--- config.mk ---
export PLATFORM = sky130hd
export DESIGN_NAME = ctrl_sequencer
export DESIGN_NICKNAME = d
export VERILOG_FILES = /design/src/rtl/ctrl_sequencer.sv
export SDC_FILE = /design/constraint.sdc
export NUM_CORES = 1
export LEC_CHECK = 0
export ABC_AREA = 1
export BUFFER_PORTS_ARGS = -buffer_cell sky130_fd_sc_hd__buf_4
export CORE_MARGIN = 2
export CORE_UTILIZATION = 35
export CTS_BUF_LIST = sky130_fd_sc_hd__clkbuf_16
export CTS_CLUSTER_SIZE = 14
export DETAILED_ROUTE_END_ITERATION = 12
export GPL_ROUTABILITY_DRIVEN = 1
export GPL_TIMING_DRIVEN = 1
export PLACE_DENSITY = 0.57
export SLEW_MARGIN = 20
export SYNTH_ARGS = -nofsm -noshare
export SYNTH_HDL_FRONTEND = slang
export SYNTH_SLANG_ARGS = --single-unit
--- constraint.sdc ---
create_clock -name clock -period 2.2 [get_ports clock]
set_clock_uncertainty 0.2 [all_clocks]
set_input_delay 0.22 -clock clock [delete_from_list [all_inputs] [get_ports clock]]
set_output_delay 0.22 -clock clock [all_outputs]
set_load 0.05 [all_outputs]
--- src/rtl/ctrl_sequencer.sv ---
// Multi-cycle control sequencer: decodes opcodes into registered datapath controls
// and stalls fetch for IN, disk transfers, KERNEL_SWAP and HALT.
module ctrl_sequencer #(
    parameter int OPW        = 6,
    parameter int ALUW       = 6,
    parameter int SWAP_BEATS = 4,
    parameter int HD_TIMEOUT = 255,
    localparam int SBW       = (SWAP_BEATS > 1) ? $clog2(SWAP_BEATS) : 1
) (
    input  logic            clock,
    input  logic            reset,
    input  logic [OPW-1:0]  Opcode,
    input  logic            instr_valid,
    input  logic            in_valid,
    input  logic            hd_ready,
    input  logic            resume,
    output logic            OpIO,
    output logic            MemRead,
    output logic            MemWrite,
    output logic            RegWrite,
    output logic            AluSrc,
    output logic            RegDst,
    output logic            Desvio,
    output logic            TypeJR,
    output logic            WriteHD,
    output logic            Syscall_Sign,
    output logic            PID_wr,
    output logic            Halt,
    output logic [1:0]      Mem2Reg,
    output logic [ALUW-1:0] OpALU,
    output logic            pc_en,
    output logic [SBW-1:0]  swap_beat,
    output logic            busy,
    output logic            hd_error
);

    localparam int CNT_W = $clog2(HD_TIMEOUT + 1);

    localparam logic [2:0] S_DECODE  = 3'd0;
    localparam logic [2:0] S_WAIT_IN = 3'd1;
    localparam logic [2:0] S_WAIT_HD = 3'd2;
    localparam logic [2:0] S_SWAP    = 3'd3;
    localparam logic [2:0] S_HALTED  = 3'd4;

    localparam logic [OPW-1:0] OP_IN    = OPW'(8);
    localparam logic [OPW-1:0] OP_HALT  = OPW'(25);
    localparam logic [OPW-1:0] OP_WRITE = OPW'(30);
    localparam logic [OPW-1:0] OP_READ  = OPW'(31);
    localparam logic [OPW-1:0] OP_KSWAP = OPW'(33);

    typedef struct packed {
        logic       opio;
        logic       memread;
        logic       memwrite;
        logic       regwrite;
        logic       alusrc;
        logic       regdst;
        logic       desvio;
        logic       typejr;
        logic       writehd;
        logic       syscall;
        logic       pidwr;
        logic       halt;
        logic [1:0] mem2reg;
    } ctl_t;

    function automatic ctl_t nop_ctl();
        ctl_t c;
        c         = '0;
        c.mem2reg = 2'b10;
        return c;
    endfunction

    // Control set shown in the first cycle after issue; multi-cycle opcodes show their wait-state view.
    function automatic ctl_t decode(input logic [OPW-1:0] op);
        ctl_t c;
        c = nop_ctl();
        case (op)
            OPW'(0), OPW'(1), OPW'(4), OPW'(13),
            OPW'(15), OPW'(16), OPW'(17), OPW'(18): begin
                c.regdst = 1'b1; c.regwrite = 1'b1;
            end
            OPW'(2), OPW'(3), OPW'(20): begin
                c.regwrite = 1'b1; c.alusrc = 1'b1;
            end
            OPW'(5): begin
                c.regdst = 1'b1; c.alusrc = 1'b1; c.desvio = 1'b1;
            end
            OPW'(19): begin
                c.regdst = 1'b1; c.alusrc = 1'b1; c.desvio = 1'b1; c.typejr = 1'b1;
            end
            OPW'(10), OPW'(11): c.desvio = 1'b1;
            OPW'(6), OPW'(28): begin
                c.regwrite = 1'b1; c.alusrc = 1'b1; c.memread = 1'b1;
                c.mem2reg = 2'b00; c.pidwr = (op == OPW'(28));
            end
            OPW'(7): begin
                c.alusrc = 1'b1; c.memwrite = 1'b1;
            end
            OPW'(9): begin
                c.opio = 1'b1; c.alusrc = 1'b1; c.mem2reg = 2'b01;
            end
            OP_IN: begin
                c.opio = 1'b1; c.alusrc = 1'b1; c.mem2reg = 2'b01; c.halt = 1'b1;
            end
            OP_WRITE: begin
                c.alusrc = 1'b1; c.mem2reg = 2'b11; c.writehd = 1'b1;
            end
            OP_READ: begin
                c.alusrc = 1'b1; c.mem2reg = 2'b11; c.memread = 1'b1;
            end
            OP_KSWAP: begin
                c.alusrc = 1'b1; c.memwrite = 1'b1; c.syscall = 1'b1;
            end
            OP_HALT: c.halt = 1'b1;
            default: ;
        endcase
        return c;
    endfunction

    logic [2:0]       state_q, state_d;
    ctl_t             ctl_q, ctl_d;
    logic             pc_en_q, pc_en_d;
    logic [CNT_W-1:0] cnt_q, cnt_d;
    logic [SBW-1:0]   beat_q, beat_d;
    logic             err_q, err_d;
    logic             busy_q;

    always_comb begin
        state_d = state_q;
        ctl_d   = nop_ctl();
        pc_en_d = 1'b0;
        cnt_d   = cnt_q;
        beat_d  = '0;
        err_d   = err_q;
        case (state_q)
            S_DECODE: begin
                if (instr_valid) begin
                    ctl_d = decode(Opcode);
                    case (Opcode)
                        OP_IN:             state_d = S_WAIT_IN;
                        OP_WRITE, OP_READ: begin
                            state_d = S_WAIT_HD;
                            cnt_d   = '0;
                        end
                        OP_KSWAP: begin
                            if (SWAP_BEATS == 1) pc_en_d = 1'b1;
                            else                 state_d = S_SWAP;
                        end
                        OP_HALT:           state_d = S_HALTED;
                        default:           pc_en_d = 1'b1;
                    endcase
                end
            end
            S_WAIT_IN: begin
                ctl_d = ctl_q;
                if (in_valid) begin
                    ctl_d.halt     = 1'b0;
                    ctl_d.regwrite = 1'b1;
                    pc_en_d        = 1'b1;
                    state_d        = S_DECODE;
                end
            end
            S_WAIT_HD: begin
                ctl_d = ctl_q;
                // A ready disk beats a timeout landing on the same cycle.
                if (hd_ready) begin
                    ctl_d.regwrite = 1'b1;
                    pc_en_d        = 1'b1;
                    state_d        = S_DECODE;
                end else if (cnt_q == CNT_W'(HD_TIMEOUT - 1)) begin
                    err_d   = 1'b1;
                    pc_en_d = 1'b1;
                    state_d = S_DECODE;
                end else begin
                    cnt_d = cnt_q + 1'b1;
                end
            end
            S_SWAP: begin
                ctl_d  = ctl_q;
                beat_d = beat_q + 1'b1;
                if (beat_d == SBW'(SWAP_BEATS - 1)) begin
                    pc_en_d = 1'b1;
                    state_d = S_DECODE;
                end
            end
            S_HALTED: begin
                ctl_d = ctl_q;
                if (resume) begin
                    ctl_d   = nop_ctl();
                    pc_en_d = 1'b1;
                    state_d = S_DECODE;
                end
            end
            default: state_d = S_DECODE;
        endcase
    end

    always_ff @(posedge clock or posedge reset) begin
        if (reset) begin
            state_q <= S_DECODE;
            ctl_q   <= nop_ctl();
            pc_en_q <= 1'b0;
            cnt_q   <= '0;
            beat_q  <= '0;
            err_q   <= 1'b0;
            busy_q  <= 1'b0;
        end else begin
            state_q <= state_d;
            ctl_q   <= ctl_d;
            pc_en_q <= pc_en_d;
            cnt_q   <= cnt_d;
            beat_q  <= beat_d;
            err_q   <= err_d;
            busy_q  <= (state_d != S_DECODE);
        end
    end

    assign OpIO         = ctl_q.opio;
    assign MemRead      = ctl_q.memread;
    assign MemWrite     = ctl_q.memwrite;
    assign RegWrite     = ctl_q.regwrite;
    assign AluSrc       = ctl_q.alusrc;
    assign RegDst       = ctl_q.regdst;
    assign Desvio       = ctl_q.desvio;
    assign TypeJR       = ctl_q.typejr;
    assign WriteHD      = ctl_q.writehd;
    assign Syscall_Sign = ctl_q.syscall;
    assign PID_wr       = ctl_q.pidwr;
    assign Halt         = ctl_q.halt;
    assign Mem2Reg      = ctl_q.mem2reg;
    assign OpALU        = '0;
    assign pc_en        = pc_en_q;
    assign swap_beat    = beat_q;
    assign busy         = busy_q;
    assign hd_error     = err_q;

endmodule
# --- After elaboration in Yosys (flattened, before gate mapping) ---
# Cells that the tools add are included.
totals:
  ff_bits: 30
  output_inout_bits: 25
classes:
  add_sub_neg: 2
  n_eq_ne: 36
  bitwise_logic: 4
  muxes: 41
  n_reduce_logical: 20
ops:
  columns: ["operator", "count"]
  rows:
  - ["$pmux 14 s5", 1]
  - ["$eq 6x5->1 const B", 9]
  - ["$eq 6x4->1 const B", 6]
  - ["$mux 8", 4]
  - ["$mux 14", 2]
  - ["$reduce_or 13->1", 2]
  - ["$eq 6x3->1 const B", 4]
  - ["$mux 1", 22]
  - ["$mux 3", 6]
  - ["$pmux 8 s2", 1]
  - ["$pmux 3 s5", 1]
  - ["$ne 2x2->1 const B", 7]
  - ["$eq 6x2->1 const B", 2]
  - ["$pmux 3 s4", 1]
  - ["$reduce_and 4->1", 3]
  - ["$reduce_or 10->1", 1]
  - ["$reduce_or 2->1", 5]
  - ["$add 8x1->8 const B", 1]
  - ["$eq 8x8->1 const B", 1]
  - ["$eq 3x2->1 const B", 2]
  - ["$eq 6x1->1 const B", 1]
  - ["$eq 6x6->1 const B", 1]
  - ["$logic_not 6->1", 1]
  - ["$pmux 2 s3", 1]
  - ["15 further kinds", 18]

# --- Depth between registers and ports, before layout ---
# Gate-level depths: netlist of run 1.
depth:
  depth_word: 6
  ltp_mapped: 11
  ltp_nobuf: 11

# --- Worst setup path after synthesis of run 1 ---
# Ideal clock, no wire load.
synth_timing:
  path_type: "flip-flop to flip-flop"
  from: "register cnt_q[0]"
  to: "register busy_q (netlist: busy)"
  synth_period_minus_slack_ps: 1572
  n_path_buf: 0
  setup_slack_ps: 628
  stages_incl_launch_ff: 12
  arrival_ps: 1250
  path_cell_list: "dfrtp_1 -> inv_1 -> ha_1 -> nand2_1 -> nor2_1 -> nand2_2 -> nand2_4 -> nand2_8 -> inv_4 -> nand2_2 -> nor2_2 -> nand2_1"
synth_via:
  elab_chain_cells: 5
synth_lines:
  columns: ["item", "line_no", "rtl"]
  rows:
  - ["start, declared", "124", "logic [CNT_W-1:0] cnt_q, cnt_d;"]
  - ["start signal, assigned", "212", "cnt_q <= cnt_d;"]
  - ["$eq 8x8->1", "171", "end else if (cnt_q == CNT_W'(HD_TIMEOUT - 1)) begin"]
  - ["$mux 3", "171", null]
  - ["$mux 3", "167", "if (hd_ready) begin"]
  - ["$pmux 3 s5", "136", "case (state_q)"]
  - ["via state_d[1]", "121", "logic [2:0] state_q, state_d;"]
  - ["$reduce_bool 3->1", "215", "busy_q <= (state_d != S_DECODE);"]
  - ["end signal, assigned", "215", null]
  - ["end, declared", "127", "logic busy_q;"]
# The timed path passes the listed nets, and every way through them passes these cells.
# A chain may end at the register's enable or synchronous reset.

# --- Worst setup path after layout of run 1 ---
layout_timing:
  from: "register state_q[2]"
  to: "register ctl_q, in the netlist Mem2Reg[1]"
layout_via:
  elab_chain_cells: 3
layout_lines:
  columns: ["item", "line_no", "rtl"]
  rows:
  - ["start, declared", "121", null]
  - ["start signal, assigned", "209", "state_q <= state_d;"]
  - ["$eq 3x3->1, or another cell as far along", "136", null]
  - ["$ne 2x2->1 (no line) or $not 1->1 (tied branches)", null, null]
  - ["$reduce_and 4->1 (no line)", null, null]
  - ["end signal, assigned", "202", "ctl_q <= nop_ctl();"]
  - ["end signal, assigned", "210", "ctl_q <= ctl_d;"]
  - ["end, declared", "122", "ctl_t ctl_q, ctl_d;"]
# Several ways; a longest one is shown, not always the timed one.

==> results of run 1 <==
[power by group through the flow]
| stage | logic, µW | clock network, µW | registers, µW |
|---|---|---|---|
| after floorplan | 192 | 0 | 685 |
| after global placement | 301 | 0 | 654 |
| after detailed placement | 302 | 0 | 653 |
| after CTS | 305 | 674 | 644 |
| after global routing | 341 | 694 | 652 |
| final | 301 | 648 | 644 |
[cells by family (layout without fill, tap and decap cells)]
family / Yosys count / in the layout / synth area share
other cells: 1 / 6 / 0.00207
flops: 30 / 30 / 0.415
xor+xnor: 3 / 3 / 0.0145
buf+inv: 41 / 74 / 0.102
compound gates: 21 / 21 / 0.0649
fa+ha+maj: 3 / 3 / 0.0207
simple gates: 137 / 137 / 0.381
[critical path, delay by kind of cell, from the launching register on]
kind	cells	cell delay [ps]
flops	1	410
simple gates	5	790
buf+inv	3	270
[flip-flops by register name (all words and copies together), names as in the netlist, 2 cells and up]
signal and flops:
Mem2Reg 2, cnt_q 8, state_q 3, swap_beat 2
[layer usage]
layer,vias up,GRT usage,share of wire
met5,-,0,0
met3,8,0.0345,0.043
met2,38,0.231,0.46
li1,813,-,-
met4,0,0.0655,0.020
met1,687,0.200,0.48
[metrics by stage]
step                      worst slack [ps]  std cells  instance area, µm²
after detailed placement               436        335                2100
final                                  464        344                2250
after CTS                              429        344                2250
after floorplan                        628        241                1830
after global placement                 493        335                2100
after global routing                   205        344                2250
[final cells by class]
| cell class | instances | area share |
|---|---|---|
| Clock inverter | 3 | 0.00723 |
| Sequential cell | 30 | 0.334 |
| Tap cell | 70 | 0.0389 |
| Timing Repair Buffer | 32 | 0.108 |
| Multi-Input combinational cell | 170 | 0.397 |
| Clock buffer | 5 | 0.0556 |
| Inverter | 34 | 0.0590 |
[placed cells by master (no fill, tap or decap), types with 2 or more instances in the layout]
cell       Yosys  layout
nand2_1       58      58
buf_4          7      31
dfrtp_1       29      29
nand3_1       27      27
inv_1         26      26
nor2_1        25      25
o21ai_1        7       7
inv_2          6       6
nor2_2         6       6
o21ai_0        6       6
conb_1         1       6
nand2_4        5       5
clkbuf_16      0       5
nand4_1        4       4
nor3_1         3       3
xor2_1         3       3
ha_1           3       3
nand2_2        2       2
nor2_4         2       2
inv_4          2       2
a21oi_1        2       2
[timing repair]
item,CTS,global route
hold buffers,1,0
endpoints found under the hold margin,29,0
gates resized for setup,0,0
[final timing paths]
kind | start | endpoint
max in group asynchronous | reset | Mem2Reg[1]
worst max register to register | state_q[2] | Mem2Reg[1]
worst max-delay path | state_q[2] | Mem2Reg[1]
worst min register to register | swap_beat[0] | swap_beat[0]
min in group asynchronous | reset | WriteHD
worst min-delay path | hd_ready | pc_en
==> results.json, run 1 <==
{
  "setup_viol": 0,
  "r2r_slack_ps": 460,
  "synth_most_common_cell": "nand2_1",
  "grt_pass1_vias": 1481,
  "die_area_mm2": 0.00577,
  "power_leakage_uw": 0.00123,
  "async_flop_share": 1.00,
  "diodes": 0,
  "critPathCaptureType": "register",
  "synth.avg_cell_area_um2": 7.68,
  "grt_pass1_wl_mm": 6.85,
  "internal_power_uw": 1100,
  "grt_setup_unrepaired": "false",
  "grt_overflow": 0,
  "fillers": 515,
  "drc": 0,
  "outcome": "finished clean",
  "core_area_mm2": 0.00504,
  "cts_max_level": 2,
  "ys_dominant_reg_cell": "dfrtp_1",
  "dpl.hpwl_mm": 2.98,
  "synth_edf_count": 0,
  "drive_gt1_frac": 0.241,
  "final_core_utilization": 0.446,
  "drt_first_pass_iters": 5,
  "worst_hold_slack_ps": 20.4,
  "start_util": 0.359,
  "drtIter0Drc": 59,
  "worstPathRequired_ps": 2210,
  "r2r_cells": 8,
  "cap_violations": 0,
  "post_cts_buffers": 0,
  "cts_buffer_depth": 2,
  "worstPathCellList": "inv_1, nand3_1, nand2_1, inv_1, nand2_1, inv_1, nor2_1, nor2_1",
  "min_path_type": "in -> reg",
  "final-hold-violation-count": 0,
  "multi_input_area_um2": 893,
  "p_seq_frac": 0.404,
  "via_count": 1546,
  "sw_frac_of_total": 0.307,
  "yosysTopAreaCellShare": 0.401,
  "numCtsBuffers": 5,
  "crit_type": "reg -> reg",
  "path_max_fanout": 12,
  "startpoint_type": "register",
  "power_frac_comb": 0.189,
  "clock_latency_ps": 270,
  "yosys-top-cells-area": "dfrtp_1, nand2_1, nand3_1, inv_1, nor2_1",
  "powerDensity_mw_per_mm2": 708,
  "avgRoutedWirePerCell_um": 11.2,
  "antenna_found_initial": 0,
  "whs_path_depth": 3,
  "clockRootBuffer": "clkbuf_16",
  "cts_sinks": 30,
  "portBuffers": 30,
  "viasPerCell": 4.49,
  "grt.total_usage": 0.149,
  "synthesis.area_mm2": 0.00181,
  "timing.final.crit_period_ps": 1740,
  "pin_count": 37,
  "p_switching_uw": 489,
  "synth_seq_cells": 30,
  "p_total_uw": 1590,
  "ys_warn_count": 0,
  "nNetsFinal": 288,
  "wl_mm": 3.86,
  "areaGrowthSynthToFinish_pct": 24.2,
  "die_h_um": 75.9,
  "cp_slowest_stage_delay_ps": 410,
  "synthTopCellsByCount": "nand2_1, dfrtp_1, nand3_1, inv_1, nor2_1",
  "tns_ps": 0,
  "max_freq_mhz": 576,
  "crit_slowest_cell": "dfrtp_1",
  "drtAntennaViolNets": 0,
  "ys_seq_area_frac": 0.415,
  "grt_max_degree": 31,
  "die_w_um": 75.9,
  "syn-instance-count": 236,
  "gp_congestion": 0.812,
  "yosysUniqueCellTypes": 32,
  "rows": 26,
  "cp_common_cell": "inv_1",
  "finalCritPeriodShare": 0.789,
  "cts_tree": "yes",
  "yosysTopAreaCell": "dfrtp_1",
  "drv_slew": 0,
  "ir_worst_vdd_mv": 0.288,
  "arrival_ps": 1740,
  "clkTransAtPathRegs_ps": 50,
  "seq_area_um2": 752,
  "p_clk_frac": 0.407
}
Power figures use the tool's default switching activity.
==> run 2: changes to the inputs <==
==> constraint.sdc (replaced) <==
create_clock -name clock -period 1.6 [get_ports clock]
set_clock_uncertainty 0.2 [all_clocks]
set_input_delay 0.16 -clock clock [delete_from_list [all_inputs] [get_ports clock]]
set_output_delay 0.16 -clock clock [all_outputs]
set_load 0.05 [all_outputs]
==> results.json, run 2 (synthesized netlist as in run 1, its figures left out) <==
{
  "clkTransAtPathRegs_ps": 50,
  "core_area_mm2": 0.00504,
  "drt_first_pass_iters": 4,
  "crit_type": "reg -> reg",
  "powerDensity_mw_per_mm2": 945,
  "path_max_fanout": 5,
  "final-hold-violation-count": 0,
  "startpoint_type": "register",
  "areaGrowthSynthToFinish_pct": 37.8,
  "grt_pass1_vias": 1664,
  "max_freq_mhz": 635,
  "via_count": 1680,
  "largest_reg_flops": 8,
  "outcome": "finished clean",
  "final_core_utilization": 0.495,
  "drv_slew": 0,
  "finalCritPeriodShare": 0.985,
  "p_total_uw": 2360,
  "rows": 26,
  "wl_mm": 4.40,
  "power_leakage_uw": 0.00137,
  "antenna_found_initial": 0,
  "crit_slowest_cell": "dfrtp_1",
  "diodes": 0,
  "gp_congestion": 0.879,
  "placed_cells": 349,
  "drtIter0Drc": 75,
  "pin_count": 37,
  "grt.total_usage": 0.166,
  "die_w_um": 75.9,
  "worstPathRequired_ps": 1560,
  "portBuffers": 30,
  "worstPathCellList": "inv_2, ha_4, nand2_2, nor2_2, nand2_2, nand2_4, nand2_8, inv_8, nand2_4, nor2_4, nand2_1",
  "start_util": 0.359,
  "drc": 0,
  "final_cell_mix": "nand2_1, buf_4, dfrtp_1",
  "largestRegisters": "cnt_q: 8 flops, state_q: 3 flops",
  "fillers": 507,
  "cts_tree": "yes",
  "cts_sinks": 30,
  "cap_violations": 0,
  "min_path_type": "in -> reg",
  "clockRootBuffer": "clkbuf_16",
  "drive_gt1_frac": 0.332,
  "die_area_mm2": 0.00577,
  "top_register": "cnt_q",
  "timing.final.crit_period_ps": 1580,
  "cts_max_level": 2,
  "grt_max_degree": 31,
  "layout_commonest_cell": "nand2_1",
  "cts_buffer_depth": 2,
  "dpl.hpwl_mm": 3.15,
  "cp_slowest_stage_delay_ps": 390,
  "numCtsBuffers": 5,
  "grt_overflow": 0,
  "critPathCaptureType": "register",
  "nNetsFinal": 312,
  "stdcell_count": 368,
  "grt_pass1_wl_mm": 7.69,
  "setup_viol": 0,
  "clock_latency_ps": 280,
  "drtAntennaViolNets": 0,
  "viasPerCell": 4.57,
  "arrival_ps": 1540,
  "avgRoutedWirePerCell_um": 11.9,
  "grt_setup_unrepaired": "true",
  "ir_worst_vdd_mv": 0.459,
  "dpl_worst_slack_ps": 2.99,
  "die_h_um": 75.9,
  "setup_ws_ps": 24.7
}
## run 2: changes by cell type in the layout (fill, tap and decap cells not counted), sizes merged
cell         change
nand2            +1
inv              +1
buf             +21
clkinvlp         -1
dlygate4sd3      +2
## run 2: critical path: cells and delay by family (launching register included)
family | cells | cell delay [ps]
flip-flops | 1 | 390
adder cells (fa/ha/maj) | 1 | 120
AND/OR/NAND/NOR | 8 | 600
buffers and inverters | 2 | 150
## run 2: final timing paths
kind	from	end	slack (ps)	cells after the start
max in group asynchronous	reset	Mem2Reg[1]	570	4
hold / removal	Opcode[1]	Desvio	9	3
setup / recovery	cnt_q[0]	busy	20	11
hold reg to reg	swap_beat[0]	swap_beat[0]	250	1
min in group asynchronous	reset	Mem2Reg[0]	320	4
setup reg to reg	cnt_q[0]	busy	20	11
## run 2: final cells by class
type | instances | area, µm² | area share
clock inverters | 3 | 12.5 | 0.00501
clock buffers | 5 | 125 | 0.0501
flip-flops and latches | 30 | 753 | 0.302
repair buffers | 55 | 420 | 0.168
well taps | 70 | 87.6 | 0.0351
multi-input cells | 171 | 961 | 0.385
inverters | 34 | 138 | 0.0551
## run 2: what timing repair did
| action | CTS | global route |
|---|---|---|
| hold buffers | 3 | 0 |
| resized for setup | 4 | 18 |
| buffers inserted | 3 | 4 |
| gates cloned | 1 | 0 |
| pin swaps | 3 | 8 |
| endpoints found under the hold margin | 31 | 0 |
| setup endpoints to repair | 1 | 22 |
## run 2: where the power goes
| group | total [µW] | switching [µW] | internal [µW] |
|---|---|---|---|
| Sequential | 881 | 50.2 | 831 |
| Clock | 889 | 328 | 561 |
| Combinational | 589 | 360 | 229 |
## run 2: layer usage
layer | up-vias | GRT usage | wire length, µm
met2 | 40 | 0.265 | 2150
met3 | 9 | 0.0357 | 181
met4 | 0 | 0.0764 | 97
met1 | 771 | 0.216 | 1970
met5 | - | 0 | 0
li1 | 860 | - | -
## run 2: metrics by stage
stage	hold WS (ps)	setup TNS, ps	cell area (µm²)
floorplan	50.1	0	1830
global placement	69.4	0	2200
detailed placement	71.5	0	2200
CTS	0.704	-2.83	2410
global route	45.9	-536	2500
finish	8.62	0	2500
==> run 3: changes to the inputs <==
--- a/config.mk
+++ b/config.mk
@@ -7,6 +7,7 @@
 export LEC_CHECK = 0
 export ABC_AREA = 1
 export BUFFER_PORTS_ARGS = -buffer_cell sky130_fd_sc_hd__buf_4
+export CORE_ASPECT_RATIO = 0.7
 export CORE_MARGIN = 2
 export CORE_UTILIZATION = 35
 export CTS_BUF_LIST = sky130_fd_sc_hd__clkbuf_16
==> results.json, run 3 (synthesized netlist as in run 1, its figures left out) <==
{
  "drtIter0Drc": 74,
  "drv_slew": 0,
  "tns_ps": 0,
  "rows": 21,
  "die_w_um": 90.0,
  "startpoint_type": "register",
  "drt_first_pass_iters": 4,
  "power_frac_comb": 0.254,
  "grt_overflow": 0,
  "cap_violations": 0,
  "grt_pass1_wl_mm": 7.67,
  "viasPerCell": 4.58,
  "p_clk_frac": 0.371,
  "top_register": "cnt_q",
  "grt_max_degree": 31,
  "cts_max_level": 2,
  "core_area_mm2": 0.00489,
  "worstPathRequired_ps": 1550,
  "grt_setup_unrepaired": "true",
  "die_area_mm2": 0.00578,
  "cts_tree": "yes",
  "setup_viol": 0,
  "grt.total_usage": 0.167,
  "diodes": 0,
  "gp_congestion": 0.829,
  "grt_pass1_vias": 1570,
  "layout_commonest_cell": "buf_4",
  "clockRootBuffer": "clkbuf_16",
  "dpl.hpwl_mm": 3.49,
  "final-hold-violation-count": 0,
  "portBuffers": 30,
  "critPathCaptureType": "register",
  "outcome": "finished clean",
  "numCtsBuffers": 5,
  "placed_cells": 351,
  "drtAntennaViolNets": 0,
  "clock_latency_ps": 270,
  "nNetsFinal": 319,
  "pin_count": 37,
  "internal_power_uw": 1630,
  "stdcell_count": 374,
  "final_cell_mix": "buf_4, nand2_1, dfrtp_1",
  "p_switching_uw": 743,
  "p_total_uw": 2370,
  "drc": 0,
  "via_count": 1712,
  "timing.final.crit_period_ps": 1600,
  "max_freq_mhz": 626,
  "largest_reg_flops": 8,
  "powerDensity_mw_per_mm2": 922,
  "start_util": 0.371,
  "arrival_ps": 1540,
  "areaGrowthSynthToFinish_pct": 41.9,
  "sw_frac_of_total": 0.313,
  "crit_type": "reg -> reg",
  "wl_mm": 4.69,
  "min_path_type": "in -> reg",
  "largestRegisters": "cnt_q: 8 flops, state_q: 3 flops",
  "power_leakage_uw": 0.00139,
  "avgRoutedWirePerCell_um": 12.5,
  "finalCritPeriodShare": 0.998,
  "fillers": 490,
  "final_core_utilization": 0.526,
  "cts_buffer_depth": 2,
  "drive_gt1_frac": 0.364,
  "path_max_fanout": 5,
  "p_seq_frac": 0.375,
  "clkTransAtPathRegs_ps": 50,
  "die_h_um": 64.2,
  "cts_sinks": 30,
  "ir_worst_vdd_mv": 0.486,
  "antenna_found_initial": 0
}
==> run 3: layout make-up <==
class / instances / area, µm² / area share
Inverter: 34 / 138 / 0.0536
Timing Repair Buffer: 62 / 473 / 0.184
Sequential cell: 30 / 756 / 0.294
Tap cell: 69 / 86.3 / 0.0336
Multi-Input combinational cell: 171 / 980 / 0.381
Clock buffer: 5 / 125 / 0.0487
Clock inverter: 3 / 12.5 / 0.00487
==> run 3: what timing repair did <==
item | 4_1_cts | 5_1_grt
endpoints found under the hold margin | 31 | 0
gates resized for setup | 5 | 21
hold buffers | 3 | 0
gates cloned | 0 | 1
endpoints found under the setup margin | 2 | 22
setup buffers | 2 | 9
pin swaps | 3 | 11
==> run 3: final timing paths <==
path                                   start      endpoint  slack, ps  cells past startpoint
worst max-delay path                cnt_q[0]      cnt_q[6]          3                     10
worst min-delay path               Opcode[0]       MemRead          8                      3
worst max register to register      cnt_q[0]      cnt_q[6]          3                     10
worst min register to register  swap_beat[0]  swap_beat[0]        250                      1
max in group asynchronous              reset    Mem2Reg[1]        550                      4
min in group asynchronous              reset      cnt_q[7]        330                      4
==> run 3: critical path: stages (launching register included) <==
cell	delay, ps
dfrtp_1	380
inv_2	80
ha_4	120
nand2_2	40
nor2_2	100
nand2_2	90
nand2_4	110
buf_4	130
nand2_4	60
nand4_1	70
o21ai_0	90
==> run 3: per-stage QoR <==
step	worst slack, ps	area, µm²	hold slack (ps)
final	3.47	2570	7.94
after CTS	-14.0	2420	1.97
after global placement	41.7	2220	69.1
after global routing	-74.7	2570	41.2
after floorplan	28.2	1830	50.1
after detailed placement	-24.8	2220	77.1
==> run 3: routing by layer <==
layer / share of wire / global-route usage / vias to the layer above
met1: 0.55 / 0.256 / 790
li1: - / - / 879
met2: 0.39 / 0.222 / 41
met5: 0 / 0 / -
met4: 0.0041 / 0.0558 / 0
met3: 0.052 / 0.0460 / 2
==> run 3: power by group through the flow <==
stage | registers, µW | logic (µW) | clock network [µW]
detailed placement | 890 | 507 | 0
CTS | 881 | 520 | 904
global route | 899 | 663 | 939
finish | 888 | 602 | 881
global placement | 890 | 507 | 0
floorplan | 942 | 264 | 0
